$ cat config.mk
export PLATFORM = sky130hd
export DESIGN_NAME = uart_cmd_parser
export DESIGN_NICKNAME = d
export VERILOG_FILES = /design/src/rtl/uart_pkg.sv /design/src/rtl/uart_timeout_timer.sv /design/src/rtl/uart_cmd_parser.sv
export SDC_FILE = /design/constraint.sdc
export NUM_CORES = 1
export LEC_CHECK = 0
export BUFFER_PORTS_ARGS = -buffer_cell sky130_fd_sc_hd__buf_2
export CORE_AREA = 3 3 77 79
export CTS_CLUSTER_SIZE = 8
export DETAILED_ROUTE_END_ITERATION = 16
export DIE_AREA = 0 0 80 82
export PLACE_DENSITY = 0.72
export SLEW_MARGIN = 20
export SYNTH_ARGS = -nofsm -noshare
export SYNTH_HDL_FRONTEND = slang
export SYNTH_SLANG_ARGS = --single-unit
$ cat constraint.sdc
create_clock -name CLK -period 2.2 [get_ports CLK]
set_clock_uncertainty 0.2 [all_clocks]
set_input_delay 0.22 -clock CLK [delete_from_list [all_inputs] [get_ports CLK]]
set_output_delay 0.22 -clock CLK [all_outputs]
set_load 0.02 [all_outputs]
$ cat src/rtl/uart_pkg.sv
// rtl/uart_pkg.sv - shared UART constants and command parser state encoding
package uart_pkg;

    typedef enum logic [2:0] {
        ST_HUNT  = 3'd0,
        ST_ADDR  = 3'd1,
        ST_DATA  = 3'd2,
        ST_CSUM  = 3'd3,
        ST_ISSUE = 3'd4
    } parser_state_t;

    localparam logic [7:0] SYNC_BYTE_DEFAULT = 8'hA5;

    // CLK cycles per bit, shared by the receiver and transmitter.
    localparam int BAUD_DIV = 868;

endpackage

$ cat src/rtl/uart_timeout_timer.sv
// rtl/uart_timeout_timer.sv - inter-byte watchdog, saturating counter with expire flag
module uart_timeout_timer #(
    parameter int TIMEOUT_CYCLES = 10000
) (
    input  logic CLK,
    input  logic RST,
    input  logic i_clear,
    input  logic i_enable,
    output logic o_expire
);

    localparam int CW = (TIMEOUT_CYCLES > 1) ? $clog2(TIMEOUT_CYCLES) : 1;
    localparam logic [CW-1:0] LIMIT = CW'(TIMEOUT_CYCLES - 1);

    logic [CW-1:0] r_count;

    // Holds at LIMIT rather than wrapping; the parser leaves the active states on expiry.
    always_ff @(posedge CLK) begin
        if (!RST || i_clear || !i_enable) begin
            r_count <= '0;
        end else if (r_count != LIMIT) begin
            r_count <= r_count + CW'(1);
        end
    end

    assign o_expire = i_enable && (r_count == LIMIT);

endmodule

$ cat src/rtl/uart_cmd_parser.sv
// rtl/uart_cmd_parser.sv - assembles SYNC/ADDR/DATA/CSUM frames into register write requests
module uart_cmd_parser
    import uart_pkg::*;
#(
    parameter logic [7:0] SYNC_BYTE      = SYNC_BYTE_DEFAULT,
    parameter int         DATA_BYTES     = 2,
    parameter int         TIMEOUT_CYCLES = 10000,
    parameter int         ADDR_W         = 8
) (
    input  logic                    CLK,
    input  logic                    RST,
    input  logic [7:0]              RX_BYTE,
    input  logic                    RX_VALID,
    output logic                    WR_VALID,
    input  logic                    WR_READY,
    output logic [ADDR_W-1:0]       WR_ADDR,
    output logic [8*DATA_BYTES-1:0] WR_DATA,
    output logic                    CSUM_ERR,
    output logic                    TIMEOUT_ERR,
    output logic                    OVERRUN,
    output logic                    BUSY
);

    localparam int IDX_W = (DATA_BYTES > 1) ? $clog2(DATA_BYTES) : 1;
    localparam logic [IDX_W-1:0] IDX_LAST = IDX_W'(DATA_BYTES - 1);

    parser_state_t           r_state, w_state_n;
    logic [ADDR_W-1:0]       r_addr, w_addr_n;
    logic [8*DATA_BYTES-1:0] r_data, w_data_n;
    logic [7:0]              r_acc, w_acc_n;
    logic [IDX_W-1:0]        r_idx, w_idx_n;
    logic                    r_wr_valid, w_wr_valid_n;
    logic                    r_csum_err, w_csum_err_n;
    logic                    r_to_err, w_to_err_n;
    logic                    r_ovr, w_ovr_n;
    logic                    w_active;
    logic                    w_expire;

    assign w_active = (r_state == ST_ADDR) || (r_state == ST_DATA) || (r_state == ST_CSUM);

    uart_timeout_timer #(
        .TIMEOUT_CYCLES (TIMEOUT_CYCLES)
    ) u_timer (
        .CLK      (CLK),
        .RST      (RST),
        .i_clear  (RX_VALID),
        .i_enable (w_active),
        .o_expire (w_expire)
    );

    always_ff @(posedge CLK) begin
        if (!RST) begin
            r_state    <= ST_HUNT;
            r_addr     <= '0;
            r_data     <= '0;
            r_acc      <= '0;
            r_idx      <= '0;
            r_wr_valid <= 1'b0;
            r_csum_err <= 1'b0;
            r_to_err   <= 1'b0;
            r_ovr      <= 1'b0;
        end else begin
            r_state    <= w_state_n;
            r_addr     <= w_addr_n;
            r_data     <= w_data_n;
            r_acc      <= w_acc_n;
            r_idx      <= w_idx_n;
            r_wr_valid <= w_wr_valid_n;
            r_csum_err <= w_csum_err_n;
            r_to_err   <= w_to_err_n;
            r_ovr      <= w_ovr_n;
        end
    end

    always_comb begin
        w_state_n    = r_state;
        w_addr_n     = r_addr;
        w_data_n     = r_data;
        w_acc_n      = r_acc;
        w_idx_n      = r_idx;
        w_wr_valid_n = r_wr_valid;
        w_csum_err_n = 1'b0;
        w_to_err_n   = 1'b0;
        w_ovr_n      = 1'b0;

        case (r_state)
            ST_HUNT: begin
                if (RX_VALID && (RX_BYTE == SYNC_BYTE)) begin
                    w_acc_n   = '0;
                    w_state_n = ST_ADDR;
                end
            end
            ST_ADDR: begin
                if (RX_VALID) begin
                    w_addr_n  = ADDR_W'(RX_BYTE);
                    w_acc_n   = r_acc ^ RX_BYTE;
                    w_idx_n   = '0;
                    w_state_n = ST_DATA;
                end else if (w_expire) begin
                    w_to_err_n = 1'b1;
                    w_state_n  = ST_HUNT;
                end
            end
            ST_DATA: begin
                if (RX_VALID) begin
                    // Slot 0 lands in the most significant byte of WR_DATA.
                    for (int i = 0; i < DATA_BYTES; i++) begin
                        if (r_idx == IDX_W'(i)) begin
                            w_data_n[8*(DATA_BYTES-1-i) +: 8] = RX_BYTE;
                        end
                    end
                    w_acc_n = r_acc ^ RX_BYTE;
                    if (r_idx == IDX_LAST) begin
                        w_state_n = ST_CSUM;
                    end else begin
                        w_idx_n = r_idx + IDX_W'(1);
                    end
                end else if (w_expire) begin
                    w_to_err_n = 1'b1;
                    w_state_n  = ST_HUNT;
                end
            end
            ST_CSUM: begin
                if (RX_VALID) begin
                    if (RX_BYTE == r_acc) begin
                        w_wr_valid_n = 1'b1;
                        w_state_n    = ST_ISSUE;
                    end else begin
                        w_csum_err_n = 1'b1;
                        w_state_n    = ST_HUNT;
                    end
                end else if (w_expire) begin
                    w_to_err_n = 1'b1;
                    w_state_n  = ST_HUNT;
                end
            end
            ST_ISSUE: begin
                // Bytes arriving here are lost, including on the transfer edge itself.
                if (RX_VALID) begin
                    w_ovr_n = 1'b1;
                end
                if (WR_READY) begin
                    w_wr_valid_n = 1'b0;
                    w_state_n    = ST_HUNT;
                end
            end
            default: begin
                w_wr_valid_n = 1'b0;
                w_state_n    = ST_HUNT;
            end
        endcase
    end

    assign WR_VALID    = r_wr_valid;
    assign WR_ADDR     = r_addr;
    assign WR_DATA     = r_data;
    assign CSUM_ERR    = r_csum_err;
    assign TIMEOUT_ERR = r_to_err;
    assign OVERRUN     = r_ovr;
    assign BUSY        = (r_state != ST_HUNT);

endmodule
After elaboration in Yosys (flattened, before gate mapping)
Cells that the tools add are included.
W data, S select, Z words.

cells by class
  $add $sub $neg = 2
  multipliers = 0
  div/mod/pow operators = 0
  magnitude comparators = 0
  equality and inequality tests = 16
  shift operators = 0
  mux-type cells = 23
  bitwise logic cells = 5
  reductions and logical operators = 25

operators with widths
  cell                     number
  $mux W3                  8
  $reduce_and A3 Y1        6
  $mux W8                  2
  $pmux W8 S2              1
  $pmux W3 S5              1
  $add A14 B1 Y14 const B  1
  $eq A14 B14 Y1 const B   1
  $ne A14 B14 Y1 const B   1
  $ne A2 B2 Y1 const B     5
  $mux W1                  9
  $reduce_or A3 Y1         3
  $eq A8 B8 Y1             1
  $eq A8 B8 Y1 const B     1
  $xor A8 B8 Y8            1
  $eq A3 B2 Y1 const B     2
  $logic_or A1 B1 Y1       4
  $ne A2 B1 Y1 const B     2
  $not A1 Y1               4
  $reduce_and A2 Y1        2
  $reduce_and A4 Y1        1
  $reduce_bool A2 Y1       2
  $eq A3 B1 Y1 const B     1
  $eq A3 B3 Y1 const B     1
  $logic_not A3 Y1         1
  other kinds (8)          10

storage, ports and cells
  register bits = 54
  bits in latches = 0
  RAM bits = 0
  bits in read-only memories = 0
  input port bits = 12
  output and inout port bits = 29
  logic and storage cells = 82
  memories = 0

Longest topological paths before layout
Gate-level depths: netlist (run 1).

  word-level depth = 7
  depth in mapped cells = 6
  depth with buffers taken out = 5

By module
Synthesis (run 1) repeated with hierarchy kept, for this count alone.

unflattened totals
  cell total of the unflattened synthesis = 272
  area total of the unflattened synthesis = 2548.7 µm²

by module, submodules not included
  module              times used  cells an instance  area an instance (µm²)  seq. area each (µm²)
  uart_cmd_parser     1           194                1879.3                  800.8
  uart_timeout_timer  1           78                 669.4                   280.3

Least setup slack after synthesis (run 1)
OpenSTA, ideal clock, no wires.

  kind = register to register
  start point = register u_timer.r_count[0]
  end point = register u_timer.r_count[3]
  library setup time = 0.070 ns
  arrival time = 1.421 ns
  data required time = 1.930 ns
  setup slack = 0.509 ns
  cell stages (with the launch flop) = 6
  path buffers = 0
  clock period less this slack = 1.691 ns
  cells stage by stage = dfxtp_1 > ha_1 > and3_1 > and4_1 > or3_1 > a21oi_1

between the ends
  cells in the longest elaborated chain, start to end = 1
  elaborated cells on any way between the ends = 2
  classes of those cells = add/sub (1); eq/ne (1)

ends and longest elaborated chain
  item                                               RTL line                                            source
  start, declared                                    uart_timeout_timer.sv:15                            logic [CW-1:0] r_count;
  start signal, assigned                             uart_timeout_timer.sv:22                            r_count <= r_count + CW'(1);
  $add A14 B1 Y14 or $ne A14 B14 Y1 (tied branches)  uart_timeout_timer.sv:22, uart_timeout_timer.sv:21

Parallel ways exist; a longest one is shown, timed or not.
A chain may end at the register's enable or synchronous reset.

Worst setup path after layout (run 1)
  start point = register r_state[0]
  end point = register r_data[0] (netlist: WR_DATA[0])

between the ends
  cells in the longest elaborated chain, start to end = 2

ends and longest elaborated chain
  item                         RTL line               source
  start, declared              uart_cmd_parser.sv:27  parser_state_t r_state, w_state_n;
  start signal, assigned       uart_cmd_parser.sv:63  r_state <= w_state_n;
  $eq A3 B2 Y1                 uart_cmd_parser.sv:86  case (r_state)
  $reduce_and A3 Y1 (no line)  n/a
  end signal, assigned         uart_cmd_parser.sv:65  r_data <= w_data_n;
  end, declared                uart_cmd_parser.sv:29  logic [8*DATA_BYTES-1:0] r_data, w_data_n;

No other way between the ends.

==> results.sh, run 1 <==
export IMPL_status="finished clean"
export IMPL_dp_slack_ns=0.2341
export IMPL_comb_power_share_pct=4.1
export IMPL_totalWireLength_mm=5.178
export IMPL_placed_area_sq_um=2726
export IMPL_synth_seq_cells=54
export IMPL_syn_avg_cell_area_sq_um=9.208
export IMPL_start_util_pct=45.49
export IMPL_final_nets=320
export IMPL_first_pass_iters=5
export IMPL_yosys_area_top_type="dfxtp_1"
export IMPL_cts_repair_resized=0
export IMPL_synth_top_area_share_pct=43.97
export IMPL_grt_pass1_vias=1895
export IMPL_synth_nets=280
export IMPL_finalPower_mw=1.708
export IMPL_slew_violations=0
export IMPL_start_kind="flip-flop"
export IMPL_leakage_nw=1.044
export IMPL_yosys_warnings=0
export IMPL_avgRoutedWirePerCell_microns=13.66
export IMPL_numPortBuffers=40
export IMPL_drive_above_1_share_pct=18.89
export IMPL_ys_types=39
export IMPL_path_class="flip-flop to flip-flop"
export IMPL_hold_buffers=0
export IMPL_post_drt_via_cell_ratio=5.269
export IMPL_critPathCaptureType="flip-flop"
export IMPL_r2r_end="WR_DATA[0]$_SDFFE_PN0P_"
export IMPL_die_area_sq_um=6560
export IMPL_met2_length_mm=2.371
export IMPL_cp_required_ns=2.21
export IMPL_p_seq_share_pct=57.3
export IMPL_intPower_mw=1.340
export IMPL_routabilityCongestion=0.8528
export IMPL_post_route_min_period_ns=1.985
export IMPL_drc_errors=0
export IMPL_max_clock_freq_mhz=503.7
export IMPL_fillCellCount=532
export IMPL_max_vdd_ir_drop_mv=0.3572
export IMPL_clockRootBuffer="clkbuf_8"
export IMPL_cts_tree="built"
export IMPL_crit_path_end="WR_DATA[0]$_SDFFE_PN0P_"
export IMPL_grt_pass1_wl_mm=8.990
export IMPL_seq_area_frac_synth_pct=43.97
export IMPL_final_area_sq_um=2834
export IMPL_fin_ws_ns=0.2146
export IMPL_fin_cells=379
export IMPL_rows=27
export IMPL_synthToLayoutAreaGrowth_pct=15.27
export IMPL_clock_sinks=54
export IMPL_power_density_nw_per_um2=602.6
export IMPL_top_layer="met4"
export IMPL_crit_path_max_fanout=11
export IMPL_startpoint="r_state[0]$_SDFFE_PN0P_"
export IMPL_final_cell_mix="dfxtp_1, buf_2, nor2b_1, mux2i_1, nand2_1"
export IMPL_synth_ff_type="dfxtp_1"
export IMPL_clkPwrFrac_pct=38.5
export IMPL_vias=1997
export IMPL_grt_overflow_total=0
export IMPL_seq_area_sq_um=1081
export IMPL_grt_antenna_before_repair=0
export IMPL_grt_max_degree=36
export IMPL_die_w_microns=80
export IMPL_wl_met1_mm=2.518
export IMPL_multi_input_area_sq_um=1274
export IMPL_io_pins=41
export IMPL_grt_setup_unrepaired="false"
export IMPL_worstHoldPathType="primary input to flip-flop"
export IMPL_path_clk_slew_ns=0.10
export IMPL_worstPathArrival_ns=1.99
export IMPL_cts_setup_buffers=0
export IMPL_setup_violations_final=0
export IMPL_async_flop_share_pct=0
export IMPL_drv_cap=0
export IMPL_core_area_sq_um=5405
export IMPL_clk_latency_ns=0.30
export IMPL_maxSlewHeadroom_pct=63.24
export IMPL_final_common_cell="dfxtp_1"
export IMPL_drtIter0Drc=86
export IMPL_clockBufferDepth=2
export IMPL_yosys_top_cells_area="dfxtp_1, mux2i_1, nor2b_1, xnor2_1, o32a_1"
export IMPL_finalCritPeriodShare_pct=90.24
export IMPL_dp_cells=372
export IMPL_hold_viol=0
export IMPL_total_switching_power_mw=0.3676
export IMPL_r2r_start="r_state[0]$_SDFFE_PN0P_"
export IMPL_synth_cells=267
export IMPL_dp_hpwl_mm=3.638
export IMPL_die_h_microns=82
export IMPL_synth_edf_count=0
export IMPL_numCtsBuffers=5
export IMPL_cts_max_level=2
export IMPL_tns_ns=0
export IMPL_route_met3_wl_microns=244
export IMPL_swShare_pct=21.52
export IMPL_n_antenna_cell=0
export IMPL_syn_area_sq_um=2459
export IMPL_rrSetupSlack_ns=0.21
export IMPL_tightest_slew_ns=0.5497
export IMPL_rr_worst_depth=4
export IMPL_ant_nets=0
export IMPL_grtUsageTotal_pct=17.22
[flip-flops by register name, summed over array words and instances, names as in the netlist]
register	count
WR_ADDR	8
u_timer.r_count	14
r_state	3
r_idx	1
r_acc	8
TIMEOUT_ERR	1
WR_VALID	1
CSUM_ERR	1
WR_DATA	16
OVERRUN	1
[layout make-up]
cell class	count	share of cell area, %
clock buffer	5	2.428
inverter	11	1.545
multi-input combinational	190	44.94
tap	72	3.179
sequential	54	38.15
timing repair buffer	45	8.389
clock inverter	2	1.369
[critical path: stages, from the launching register on]
cell,delay [ns]
dfxtp_1,0.42
nand2b_2,0.28
or4_1,0.67
mux2i_1,0.24
nor2b_1,0.07
[cells in the mapped netlist (2+ instances only)]
master,n
a21oi_1,11
xnor2_1,12
o21ai_1,9
nor3_1,11
o32a_1,8
nand3_1,6
clkbuf_1,5
nor2b_1,25
or4_1,2
nand2_1,17
or3_1,6
nor2_1,12
dfxtp_1,54
buf_2,6
nand2b_1,10
nor4_1,3
mux2i_1,24
inv_1,10
o21ai_0,6
nand4_1,7
and3_1,3
o22ai_1,3
[power groups by stage]
stage,clock network (mW),registers (mW),logic [mW]
finish,0.658,0.979,0.0708
global route,0.709,0.980,0.0775
CTS,0.674,0.979,0.0714
detailed placement,0,1.00,0.0709
global placement,0,1.00,0.0706
floorplan,0,1.00,0.0382
[metal layers]
metal | up-vias | GRT usage (%)
met3 | 4 | 4.167
li1 | 1019 | -
met4 | 0 | 5.743
met1 | 924 | 22.64
met5 | - | 0
met2 | 50 | 27.73
[through the flow]
step | hold slack, ns | util, %
floorplan | 0.1862 | -
global placement | 0.2685 | 50.44
detailed placement | 0.2826 | 50.44
CTS | 0.02759 | 52.43
global route | 0.04040 | 52.43
finish | 0.03679 | 52.43
[worst min-delay path by stage]
stage,from,end,slack [ns],depth (start not counted)
finish,WR_READY,r_state[2]$_SDFFE_PN0P_,0.04,3
global route,WR_READY,r_state[2]$_SDFFE_PN0P_,0.04,3
CTS,WR_READY,r_state[2]$_SDFFE_PN0P_,0.03,3
detailed placement,r_acc[2]$_SDFFE_PN0P_,r_acc[2]$_SDFFE_PN0P_,0.28,2
global placement,r_acc[4]$_SDFFE_PN0P_,r_acc[4]$_SDFFE_PN0P_,0.27,2
floorplan,RX_BYTE[0],WR_DATA[0]$_SDFFE_PN0P_,0.19,2
[kinds of logic (layout without fill, tap and decap cells)]
kind of cell | count (synthesis) | count (layout) | share of synthesized area, %
compound gates | 42 | 42 | 10.84
xor+xnor | 13 | 13 | 4.631
fa+ha+maj | 1 | 1 | 0.5088
buf+inv | 23 | 63 | 4.224
flops | 54 | 54 | 43.97
mux | 24 | 24 | 9.771
simple gates | 110 | 110 | 26.06
Power figures use the tool's default switching activity.
==> run 2, diff against run 1 <==
--- a/config.mk
+++ b/config.mk
@@ -11,6 +11,7 @@
 export DETAILED_ROUTE_END_ITERATION = 16
 export DIE_AREA = 0 0 80 82
 export PLACE_DENSITY = 0.72
+export RECOVER_POWER = 25
 export SLEW_MARGIN = 20
 export SYNTH_ARGS = -nofsm -noshare
 export SYNTH_HDL_FRONTEND = slang
==> results.sh, run 2 (synthesis gave the netlist of run 1 again) <==
export IMPL_setup_violations_final=0
export IMPL_drtIter0Drc=102
export IMPL_maxSlewHeadroom_pct=63.05
export IMPL_tightest_slew_ns=0.5525
export IMPL_drc_errors=0
export IMPL_post_route_min_period_ns=1.984
export IMPL_grt_antenna_before_repair=0
export IMPL_final_cell_mix="dfxtp_1, nor2b_1, mux2i_1, buf_2, clkbuf_1"
export IMPL_grt_overflow_total=0
export IMPL_clk_latency_ns=0.30
export IMPL_rows=27
export IMPL_dp_hpwl_mm=3.638
export IMPL_numPortBuffers=40
export IMPL_path_class="flip-flop to flip-flop"
export IMPL_start_kind="flip-flop"
export IMPL_power_density_nw_per_um2=607.5
export IMPL_hold_buffers=0
export IMPL_grtUsageTotal_pct=17.22
export IMPL_slew_violations=0
export IMPL_start_util_pct=45.49
export IMPL_avgRoutedWirePerCell_microns=13.77
export IMPL_cts_repair_resized=0
export IMPL_crit_path_max_fanout=11
export IMPL_grt_pass1_vias=1895
export IMPL_grt_pass1_wl_mm=8.990
export IMPL_vias=2010
export IMPL_rrSetupSlack_ns=0.22
export IMPL_die_h_microns=82
export IMPL_grt_setup_unrepaired="false"
export IMPL_ant_nets=0
export IMPL_path_clk_slew_ns=0.10
export IMPL_numCtsBuffers=5
export IMPL_synthToLayoutAreaGrowth_pct=14.25
export IMPL_drive_above_1_share_pct=12.38
export IMPL_post_drt_via_cell_ratio=5.303
export IMPL_clock_sinks=54
export IMPL_worstPathArrival_ns=1.99
export IMPL_final_nets=320
export IMPL_tns_ns=0
export IMPL_leakage_nw=0.9554
export IMPL_die_w_microns=80
export IMPL_cts_setup_buffers=0
export IMPL_worstHoldPathType="primary input to flip-flop"
export IMPL_dp_slack_ns=0.2341
export IMPL_cts_tree="built"
export IMPL_max_vdd_ir_drop_mv=0.3568
export IMPL_clockRootBuffer="clkbuf_8"
export IMPL_max_clock_freq_mhz=504.1
export IMPL_final_common_cell="dfxtp_1"
export IMPL_totalWireLength_mm=5.219
export IMPL_status="finished clean"
export IMPL_cts_max_level=2
export IMPL_drv_cap=0
export IMPL_clockBufferDepth=2
export IMPL_grt_max_degree=36
export IMPL_routabilityCongestion=0.8528
export IMPL_hold_viol=0
export IMPL_largest_reg_flops=16
export IMPL_n_antenna_cell=0
export IMPL_core_area_sq_um=5405
export IMPL_critPathCaptureType="flip-flop"
export IMPL_cp_required_ns=2.21
export IMPL_finalCritPeriodShare_pct=90.17
export IMPL_fin_ws_ns=0.2163
export IMPL_die_area_sq_um=6560
export IMPL_io_pins=41
export IMPL_first_pass_iters=4
[run 2: changes by cell type in the layout (fill, tap and decap cells not counted), sizes merged]
cell    previous run  this run
clkbuf             5        25
buf               45        25
[run 2: final cells by class]
type,count,area [sq um]
clock buffers,5,68.82
clock inverters,2,38.79
fillers,536,2596
inverters,11,43.79
multi-input cells,190,1274
flip-flops and latches,54,1081
well taps,72,90.09
repair buffers,45,212.7
[run 2: path summary, 6_finish.rpt]
| check | startpoint | end | depth (start not counted) |
|---|---|---|---|
| setup / recovery | r_state[0]$_SDFFE_PN0P_ | WR_DATA[0]$_SDFFE_PN0P_ | 4 |
| hold / removal | WR_READY | r_state[2]$_SDFFE_PN0P_ | 3 |
| setup reg to reg | r_state[0]$_SDFFE_PN0P_ | WR_DATA[0]$_SDFFE_PN0P_ | 4 |
| hold reg to reg | r_acc[2]$_SDFFE_PN0P_ | r_acc[2]$_SDFFE_PN0P_ | 2 |
[run 2: metal layers]
layer  up-vias  routed length [microns]  track usage [%]  share of wire (%)
met2        51                     2368            27.73                 45
li1       1019                        -                -                  -
met1       934                     2549            22.64                 49
met4         0                       57            5.743                1.1
met3         6                      244            4.167                4.7
met5         -                        0                0                  0
[run 2: per-stage QoR]
stage	std cells	hold WS (ns)	area, sq um	total power, mW	utilization, %
finish	379	0.03890	2809	1.706	51.97
global placement	372	0.2685	2726	1.072	50.44
CTS	379	0.02759	2834	1.724	52.43
global route	379	0.04040	2809	1.766	51.97
detailed placement	372	0.2826	2726	1.073	50.44
floorplan	267	0.1862	2459	1.040	-
[run 2: critical path, stage by stage (launching register included)]
cell	delay, ns
dfxtp_1	0.42
nand2b_2	0.28
or4_1	0.67
mux2i_1	0.24
nor2b_1	0.07
[run 2: power by group]
group | total, mW | leakage (nW) | switching (mW) | internal, mW
Combinational | 0.0710 | 0.467 | 0.0441 | 0.0268
Clock | 0.656 | 0.0542 | 0.321 | 0.335
Sequential | 0.979 | 0.435 | 0.00117 | 0.978
==> run 3, diff against run 2 <==
--- a/config.mk
+++ b/config.mk
@@ -6,11 +6,11 @@
 export NUM_CORES = 1
 export LEC_CHECK = 0
 export BUFFER_PORTS_ARGS = -buffer_cell sky130_fd_sc_hd__buf_2
-export CORE_AREA = 3 3 77 79
+export CORE_AREA = 3 3 71 73
 export CTS_CLUSTER_SIZE = 8
 export DETAILED_ROUTE_END_ITERATION = 16
-export DIE_AREA = 0 0 80 82
-export PLACE_DENSITY = 0.72
+export DIE_AREA = 0 0 74 76
+export PLACE_DENSITY = 0.82
 export RECOVER_POWER = 25
 export SLEW_MARGIN = 20
 export SYNTH_ARGS = -nofsm -noshare
==> results.sh, run 3 (synthesis gave the netlist of run 1 again) <==
export IMPL_status="finished clean"
export IMPL_worstHoldPathType="primary input to flip-flop"
export IMPL_final_area_sq_um=2774
export IMPL_critPathSlowestCell="or4_1"
export IMPL_drive_above_1_share_pct=12.66
export IMPL_path_cells="nand2b_1, or4_1, mux2i_1, nor2b_1"
export IMPL_numPortBuffers=40
export IMPL_grt_antenna_before_repair=0
export IMPL_hold_viol=0
export IMPL_power_density_nw_per_um2=591.9
export IMPL_clockRootBuffer="clkbuf_8"
export IMPL_avgRoutedWirePerCell_microns=14.25
export IMPL_maxSlewHeadroom_pct=64.34
export IMPL_max_clock_freq_mhz=500.4
export IMPL_post_drt_via_cell_ratio=5.603
export IMPL_final_nets=320
export IMPL_routabilityCongestion=0.8219
export IMPL_clock_sinks=54
export IMPL_grtUsageTotal_pct=19.71
export IMPL_dp_cells=352
export IMPL_fillCellCount=391
export IMPL_ant_nets=0
export IMPL_placed_area_sq_um=2701
export IMPL_tns_ns=0
export IMPL_cts_tree="built"
export IMPL_drtIter0Drc=200
export IMPL_worstPathArrival_ns=2.01
export IMPL_hold_buffers=0
export IMPL_path_class="flip-flop to flip-flop"
export IMPL_numCtsBuffers=5
export IMPL_fin_hold_ws_ns=0.01563
export IMPL_cts_repair_resized=0
export IMPL_core_area_sq_um=4414
export IMPL_grt_pass1_wl_mm=8.914
export IMPL_clockBufferDepth=2
export IMPL_fin_ws_ns=0.2014
export IMPL_rows=24
export IMPL_critical_path_max_stage_delay_ns=0.69
export IMPL_die_w_microns=74
export IMPL_synthToLayoutAreaGrowth_pct=12.82
export IMPL_grt_overflow_total=0
export IMPL_fin_cells=360
export IMPL_leakage_nw=0.9537
export IMPL_setup_violations_final=0
export IMPL_cts_max_level=2
export IMPL_grt_max_degree=34
export IMPL_totalWireLength_mm=5.130
export IMPL_die_area_sq_um=5624
export IMPL_drc_errors=0
export IMPL_finalCritPeriodShare_pct=90.85
export IMPL_vias=2017
export IMPL_crit_path_max_fanout=11
export IMPL_grt_setup_unrepaired="false"
export IMPL_start_util_pct=55.70
export IMPL_clk_latency_ns=0.31
export IMPL_first_pass_iters=4
export IMPL_start_kind="flip-flop"
export IMPL_path_clk_slew_ns=0.10
export IMPL_drv_cap=0
export IMPL_tightest_slew_ns=0.5332
export IMPL_largest_reg_flops=16
export IMPL_post_route_min_period_ns=1.999
export IMPL_dp_slack_ns=0.2413
export IMPL_final_cell_mix="dfxtp_1, nor2b_1, mux2i_1, buf_2, clkbuf_1"
export IMPL_crit_cells=4
export IMPL_finalPower_mw=1.642
export IMPL_cp_required_ns=2.21
export IMPL_final_common_cell="dfxtp_1"
export IMPL_io_pins=41
export IMPL_min_delay_path_depth=3
export IMPL_cts_setup_buffers=0
export IMPL_grt_pass1_vias=1911
export IMPL_rr_worst_depth=4
export IMPL_n_antenna_cell=0
export IMPL_crit_buf_inv=0
export IMPL_dp_hpwl_mm=3.685
export IMPL_die_h_microns=76
export IMPL_max_vdd_ir_drop_mv=0.4631
export IMPL_critPathTopFamily="simple AND/OR/NAND/NOR gates"
export IMPL_slew_violations=0
export IMPL_final_util_pct=62.84
export IMPL_critPathCaptureType="flip-flop"
-- run 3: cell types whose count changed in the layout (fill, tap and decap cells not counted), sizes merged --
cell,previous run,this run
inv,11,12
clkinvlp,0,1
buf,25,26
clkinv,1,0
bufinv,1,0
-- run 3: worst register-to-register path: stages, from the launching register on --
cell	delay [ns]
dfxtp_1	0.41
nand2b_1	0.29
or4_1	0.69
mux2i_1	0.25
nor2b_1	0.06
-- run 3: metal layers --
| metal | share of wire, % | track usage (%) | up-vias |
|---|---|---|---|
| li1 | - | - | 1016 |
| met1 | 46 | 25.72 | 951 |
| met2 | 49 | 31.74 | 45 |
| met3 | 4.5 | 4.485 | 5 |
| met4 | 1.3 | 6.341 | 0 |
| met5 | 0 | 0 | - |
-- run 3: layout make-up --
type | count | area, sq um | share of cell area [%]
multi-input cells | 190 | 1271 | 45.83
flip-flops and latches | 54 | 1081 | 38.97
repair buffers | 45 | 214.0 | 7.713
clock buffers | 6 | 82.58 | 2.977
well taps | 52 | 65.06 | 2.346
inverters | 11 | 43.79 | 1.579
clock inverters | 2 | 16.27 | 0.5864
-- run 3: worst paths after layout --
kind	start	to	slack [ns]
worst max-delay path	r_state[0]$_SDFFE_PN0P_	WR_DATA[0]$_SDFFE_PN0P_	0.20
worst min-delay path	WR_READY	r_state[2]$_SDFFE_PN0P_	0.02
worst max register to register	r_state[0]$_SDFFE_PN0P_	WR_DATA[0]$_SDFFE_PN0P_	0.20
worst min register to register	r_acc[5]$_SDFFE_PN0P_	r_acc[5]$_SDFFE_PN0P_	0.29
-- run 3: power by group --
part | internal [mW] | switching (mW)
Clock | 0.260 | 0.332
Combinational | 0.0266 | 0.0440
Sequential | 0.978 | 0.00115
